[src/rtl/ufp_write_combiner.sv]
// Write-combining buffer: merges masked word stores to one set/way into a single line write.
// Latency: at least 1 cycle from accept to arr_valid; arr_* come from registers and hold until arr_ready.
// Backpressure: req_ready drops on a set/way conflict and during drain; arr_ready low stalls the drain.
module ufp_write_combiner #(
    parameter int WAYS        = 4,
    parameter int SETS        = 16,
    parameter int LINE_BYTES  = 32,
    parameter int WORD_BYTES  = 4,
    parameter int IDLE_MAX    = 15,
    localparam int WAY_W      = $clog2(WAYS),
    localparam int SET_W      = $clog2(SETS),
    localparam int OFFSET_W   = $clog2(LINE_BYTES),
    localparam int WB_W       = $clog2(WORD_BYTES)
) (
    input  logic                      clk,
    input  logic                      rst_n,
    input  logic                      req_valid,
    output logic                      req_ready,
    input  logic [SET_W-1:0]          req_set,
    input  logic [WAY_W-1:0]          req_way,
    input  logic [OFFSET_W-1:0]       req_offset,
    input  logic [WORD_BYTES*8-1:0]   req_wdata,
    input  logic [WORD_BYTES-1:0]     req_wmask,
    input  logic                      flush,
    output logic                      flush_done,
    output logic                      arr_valid,
    input  logic                      arr_ready,
    output logic [SET_W-1:0]          arr_set,
    output logic [WAYS-1:0]           arr_way,
    output logic [LINE_BYTES*8-1:0]   arr_wdata,
    output logic [LINE_BYTES-1:0]     arr_wmask,
    output logic                      pend_valid,
    output logic [SET_W-1:0]          pend_set,
    output logic [WAY_W-1:0]          pend_way
);

    localparam int CNT_W = (IDLE_MAX > 0) ? $clog2(IDLE_MAX + 1) : 1;
    localparam logic [CNT_W-1:0] CNT_MAX = CNT_W'(IDLE_MAX);

    typedef enum logic [1:0] {
        ST_EMPTY = 2'd0,
        ST_HOLD  = 2'd1,
        ST_DRAIN = 2'd2
    } state_t;

    state_t                    state_q, state_d;
    logic [SET_W-1:0]          set_q, set_d;
    logic [WAY_W-1:0]          way_q, way_d;
    logic [LINE_BYTES*8-1:0]   data_q, data_d;
    logic [LINE_BYTES-1:0]     mask_q, mask_d;
    logic [CNT_W-1:0]          cnt_q, cnt_d;
    logic                      flush_lat_q, flush_lat_d;
    logic                      flush_done_q, flush_done_d;

    logic [OFFSET_W-1:0]       word_idx;
    logic [LINE_BYTES*8-1:0]   place_data;
    logic [LINE_BYTES-1:0]     place_mask;
    logic [LINE_BYTES*8-1:0]   merge_data;
    logic [LINE_BYTES-1:0]     merge_mask;
    logic                      match;
    logic                      timeout;

    assign word_idx = req_offset >> WB_W;
    assign match    = (req_set == set_q) && (req_way == way_q);
    assign timeout  = (IDLE_MAX != 0) && (cnt_q == CNT_MAX);

    // Scatter the incoming word into line position; merged view overlays it on the held line.
    always_comb begin
        place_data = '0;
        place_mask = '0;
        merge_data = data_q;
        merge_mask = mask_q;
        for (int b = 0; b < LINE_BYTES; b++) begin
            if ((int'(word_idx) == (b / WORD_BYTES)) && req_wmask[b % WORD_BYTES]) begin
                place_mask[b]        = 1'b1;
                place_data[b*8 +: 8] = req_wdata[(b % WORD_BYTES)*8 +: 8];
                merge_mask[b]        = 1'b1;
                merge_data[b*8 +: 8] = req_wdata[(b % WORD_BYTES)*8 +: 8];
            end
        end
    end

    always_comb begin
        state_d      = state_q;
        set_d        = set_q;
        way_d        = way_q;
        data_d       = data_q;
        mask_d       = mask_q;
        cnt_d        = cnt_q;
        flush_lat_d  = flush_lat_q;
        flush_done_d = 1'b0;
        req_ready    = 1'b0;

        unique case (state_q)
            ST_EMPTY: begin
                req_ready    = 1'b1;
                flush_done_d = flush;
                if (req_valid) begin
                    set_d   = req_set;
                    way_d   = req_way;
                    data_d  = place_data;
                    mask_d  = place_mask;
                    cnt_d   = '0;
                    state_d = ST_HOLD;
                end
            end
            ST_HOLD: begin
                req_ready = match;
                if (req_valid && match) begin
                    data_d = merge_data;
                    mask_d = merge_mask;
                    cnt_d  = '0;
                end else if (cnt_q != CNT_MAX) begin
                    cnt_d = cnt_q + 1'b1;
                end
                if (flush) begin
                    flush_lat_d = 1'b1;
                end
                // Full-line check uses the post-merge mask so a completing store drains at once.
                if ((req_valid && !match) || flush || (&mask_d) || timeout) begin
                    state_d = ST_DRAIN;
                end
            end
            ST_DRAIN: begin
                if (flush) begin
                    flush_lat_d = 1'b1;
                end
                if (arr_ready) begin
                    state_d      = ST_EMPTY;
                    set_d        = '0;
                    way_d        = '0;
                    data_d       = '0;
                    mask_d       = '0;
                    cnt_d        = '0;
                    flush_lat_d  = 1'b0;
                    flush_done_d = flush_lat_q | flush;
                end
            end
            default: begin
                state_d = ST_EMPTY;
            end
        endcase
    end

    always_ff @(posedge clk or negedge rst_n) begin
        if (!rst_n) begin
            state_q      <= ST_EMPTY;
            set_q        <= '0;
            way_q        <= '0;
            data_q       <= '0;
            mask_q       <= '0;
            cnt_q        <= '0;
            flush_lat_q  <= 1'b0;
            flush_done_q <= 1'b0;
        end else begin
            state_q      <= state_d;
            set_q        <= set_d;
            way_q        <= way_d;
            data_q       <= data_d;
            mask_q       <= mask_d;
            cnt_q        <= cnt_d;
            flush_lat_q  <= flush_lat_d;
            flush_done_q <= flush_done_d;
        end
    end

    assign arr_valid  = (state_q == ST_DRAIN);
    assign arr_way    = arr_valid ? (WAYS'(1) << way_q) : '0;
    assign arr_set    = set_q;
    assign arr_wdata  = data_q;
    assign arr_wmask  = mask_q;
    assign pend_valid = (state_q != ST_EMPTY);
    assign pend_set   = set_q;
    assign pend_way   = way_q;
    assign flush_done = flush_done_q;

endmodule

[config.mk]
export PLATFORM = sky130hd
export DESIGN_NAME = ufp_write_combiner
export DESIGN_NICKNAME = d
export VERILOG_FILES = /design/src/rtl/ufp_write_combiner.sv
export SDC_FILE = /design/constraint.sdc
export NUM_CORES = 1
export LEC_CHECK = 0
export CORE_ASPECT_RATIO = 1.1
export CORE_MARGIN = 2
export CORE_UTILIZATION = 50
export DETAILED_ROUTE_END_ITERATION = 8
export PLACE_DENSITY = 0.81
export SYNTH_ARGS = -nofsm -noshare
export SYNTH_HDL_FRONTEND = slang
export SYNTH_SLANG_ARGS = --single-unit
[constraint.sdc]
create_clock -name clk -period 3.6 [get_ports clk]
set_input_delay 0.36 -clock clk [delete_from_list [all_inputs] [get_ports clk]]
set_output_delay 0.36 -clock clk [all_outputs]
set_load 0.02 [all_outputs]
==> flow_metrics.env <==
export IMPL_status="finished clean"
export IMPL_worstMarginPinSlew_ps=1150
export IMPL_grtUsageMet1=0.381
export IMPL_cts_tree="yes"
export IMPL_yosysWarningCount=0
export IMPL_rsz0062_at_grt="false"
export IMPL_max_slew_margin=0.226
export IMPL_ys_types=43
export IMPL_hold_slack_ps=397
export IMPL_postCtsSetupRepairBufs=0
export IMPL_fin_tns_setup_ps=0
export IMPL_htree_levels=1
export IMPL_syn_inst=1520
export IMPL_drv_slew=0
export IMPL_hold_path_depth=3
export IMPL_syn_area_um2=13000
export IMPL_drcViolationCount=0
export IMPL_syn_area_per_cell_um2=8.54
export IMPL_ys_seq_area_frac=0.582
export IMPL_fp_dieW_um=158
export IMPL_coreArea_um2=25400
export IMPL_syn_nets=1578
export IMPL_routed_wl_mm=40.4
export IMPL_rr_startpoint="pend_way[1]$_DFFE_PN0P_"
export IMPL_cts_root_buf="clkbuf_16"
export IMPL_worstPathRequired_ps=3240
export IMPL_cts_buffers_inserted=30
export IMPL_worstHoldPathType="primary input to flip-flop"
export IMPL_grt_max_degree=119
export IMPL_whs_endpoint="pend_way[1]$_DFFE_PN0P_"
export IMPL_hpwlAfterDp_mm=28.3
export IMPL_cts_sinks=302
export IMPL_use_met2=0.469
export IMPL_place_congestion=0.868
export IMPL_use_met3=0.0682
export IMPL_clock_latency_ps=560
export IMPL_synthArstFlopShare=1.00
export IMPL_grt_pass1_vias=11332
export IMPL_multi_input_area_um2=4990
export IMPL_drive_gt1_frac=0.0413
export IMPL_fin_worst_skew_ps=30.4
export IMPL_rows=61
export IMPL_fillers=2013
export IMPL_ff2ff_setup_slack_ps=710
export IMPL_initial_core_util=0.511
export IMPL_fin_crit_ps=3040
export IMPL_synth_edf_count=0
export IMPL_dieHeight_um=173
export IMPL_path_clk_slew_ps=70
export IMPL_crit_fanout=10
export IMPL_end_kind="primary output"
export IMPL_fmax_ghz=0.329
export IMPL_worstPathArrival_ps=2680
export IMPL_io_buffers=355
export IMPL_setup_viol=0
export IMPL_dieArea_um2=27300
export IMPL_overflow=0
export IMPL_clock_path_buffers=3
export IMPL_grtUsageTotal=0.294
export IMPL_regArea_um2=7560
export IMPL_startpoint_type="flip-flop"
export IMPL_drt_first_pass_iters=7
export IMPL_postRouteAntennaNets=0
export IMPL_ios=358
export IMPL_area_growth_syn_to_layout_pct=37.0
export IMPL_reg2reg_to="state_q[1]$_DFFE_PN0P_"
export IMPL_synth_ff_latch_count=302
export IMPL_p_leak_uw=0.00740
export IMPL_routed_via_density=5.45
export IMPL_crit_type="flip-flop to primary output"
export IMPL_max_cap_viol_count=0
export IMPL_wl_per_cell_um=18.4
export IMPL_irDropWorstVdd_uv=496
export IMPL_fin_nets=1877
export IMPL_hold_violations=0
export IMPL_top_usage_layer="met2"
export IMPL_drt_iter0_drc=815
export IMPL_via_count=11952
export IMPL_synthFlopType="dfrtp_1"
export IMPL_hp_start="req_way[1]"
export IMPL_period_share=0.845
export IMPL_reg2reg_depth=8
export IMPL_grt_first_pass_wirelength_mm=63.1
export IMPL_grt_antenna_before_repair=3
export IMPL_power_density_nw_per_um2=1040
-- flip-flops by register name (all words and copies together), names as in the netlist --
signal,cells
arr_wmask,32
flush_done,1
arr_wdata,256
flush_lat_q,1
cnt_q,4
arr_set,4
state_q,2
pend_way,2
-- Yosys cell counts (3+ instances only) --
cell type	n	area, um^2
nand2_1	604	2270
o21ai_0	327	1640
dfrtp_1	302	7560
clkbuf_1	65	244
buf_1	35	131
nor2_1	34	128
o21ai_1	32	160
a31oi_1	22	138
nand3_1	9	45.0
a21oi_1	8	40.0
a41oi_1	7	61.3
ha_1	6	75.1
xor2_1	6	52.6
buf_4	5	37.5
inv_1	5	18.8
nand2b_1	5	31.3
nand4_1	5	31.3
nor4_1	5	31.3
nand3b_1	4	30.0
nor3b_1	3	22.5
o21bai_1	3	22.5
-- layout by cell type, fill, tap and decap left out, drive strengths merged, types with 2 or more instances in the layout --
cell	count
nand2	604
o21ai	359
clkdlybuf4s50	354
dfrtp	302
clkbuf	41
nor2	34
a31oi	22
buf	19
clkinv	11
nand3	9
a21oi	8
a41oi	7
xor2	6
ha	6
nor4	6
inv	5
nand4	5
nand2b	5
diode	4
nand3b	4
nor3b	3
o21bai	3
bufinv	3
or3b	3
and3	2
and2	2
o311ai	2
or4	2
-- worst max-delay path by stage --
stage / start / to / slack, ps / cells past startpoint
2_1_floorplan: pend_way[1]$_DFFE_PN0P_ / state_q[0]$_DFFE_PN0P_ / 1060 / 8
3_3_place_gp: req_offset[3] / state_q[1]$_DFFE_PN0P_ / 470 / 8
3_5_place_dp: req_offset[3] / state_q[1]$_DFFE_PN0P_ / 370 / 8
4_1_cts: state_q[0]$_DFFE_PN0P_ / arr_way[2] / 540 / 5
5_1_grt: state_q[0]$_DFFE_PN0P_ / arr_way[0] / 370 / 5
6_report: state_q[0]$_DFFE_PN0P_ / arr_way[2] / 560 / 5
-- per-stage QoR --
stage	util	setup slack (ps)	area, um^2	instances	total power [uW]
2_1_floorplan	-	1060	13000	1520	10900
3_3_place_gp	0.659	474	16700	2132	15100
3_5_place_dp	0.659	369	16700	2132	15400
4_1_cts	0.700	542	17800	2188	18600
5_1_grt	0.700	370	17800	2191	19700
6_report	0.700	560	17800	2192	18600
-- power by group --
part           internal (uW)  total [uW]  switching, uW
Combinational           3580        9510           5930
Clock                   1900        3220           1310
Sequential              4910        5850            936
-- routing by layer --
layer / vias to the layer above / wire (um)
li1: 5624 / -
met3: 110 / 3130
met1: 5721 / 16000
met4: 0 / 1850
met5: - / 0
met2: 497 / 19400
-- final cells by class --
| type | count | area share |
|---|---|---|
| antenna | 4 | 0.000563 |
| timing repair buffer | 374 | 0.211 |
| sequential | 302 | 0.425 |
| multi-input combinational | 1105 | 0.281 |
| clock inverter | 14 | 0.00830 |
| tap | 346 | 0.0243 |
| inverter | 6 | 0.00127 |
| clock buffer | 41 | 0.0491 |
-- timing repair --
action,CTS,global route
setup endpoints to repair,0,0
hold buffers,1,0
resized for setup,0,0
endpoints found under the hold margin,115,0
-- worst max-delay path, cell delays in order, from the launching register on --
cell and delay, ps:
dfrtp_1 440, inv_1 130, ha_1 330, clkinv_1 330
nor3b_1 260, clkdlybuf4s50_1 630
-- kinds of logic after synthesis --
logic type / count (synthesis) / share of synthesized area
AND/OR/NAND/NOR: 682 / 0.207
adder cells (fa/ha/maj): 6 / 0.00578
XOR/XNOR: 6 / 0.00405
buffers and inverters: 113 / 0.0343
multiplexers: 1 / 0.000867
AO/OA/AOI/OAI: 410 / 0.166
flip-flops: 302 / 0.582
(Power assumes the default switching activity.)
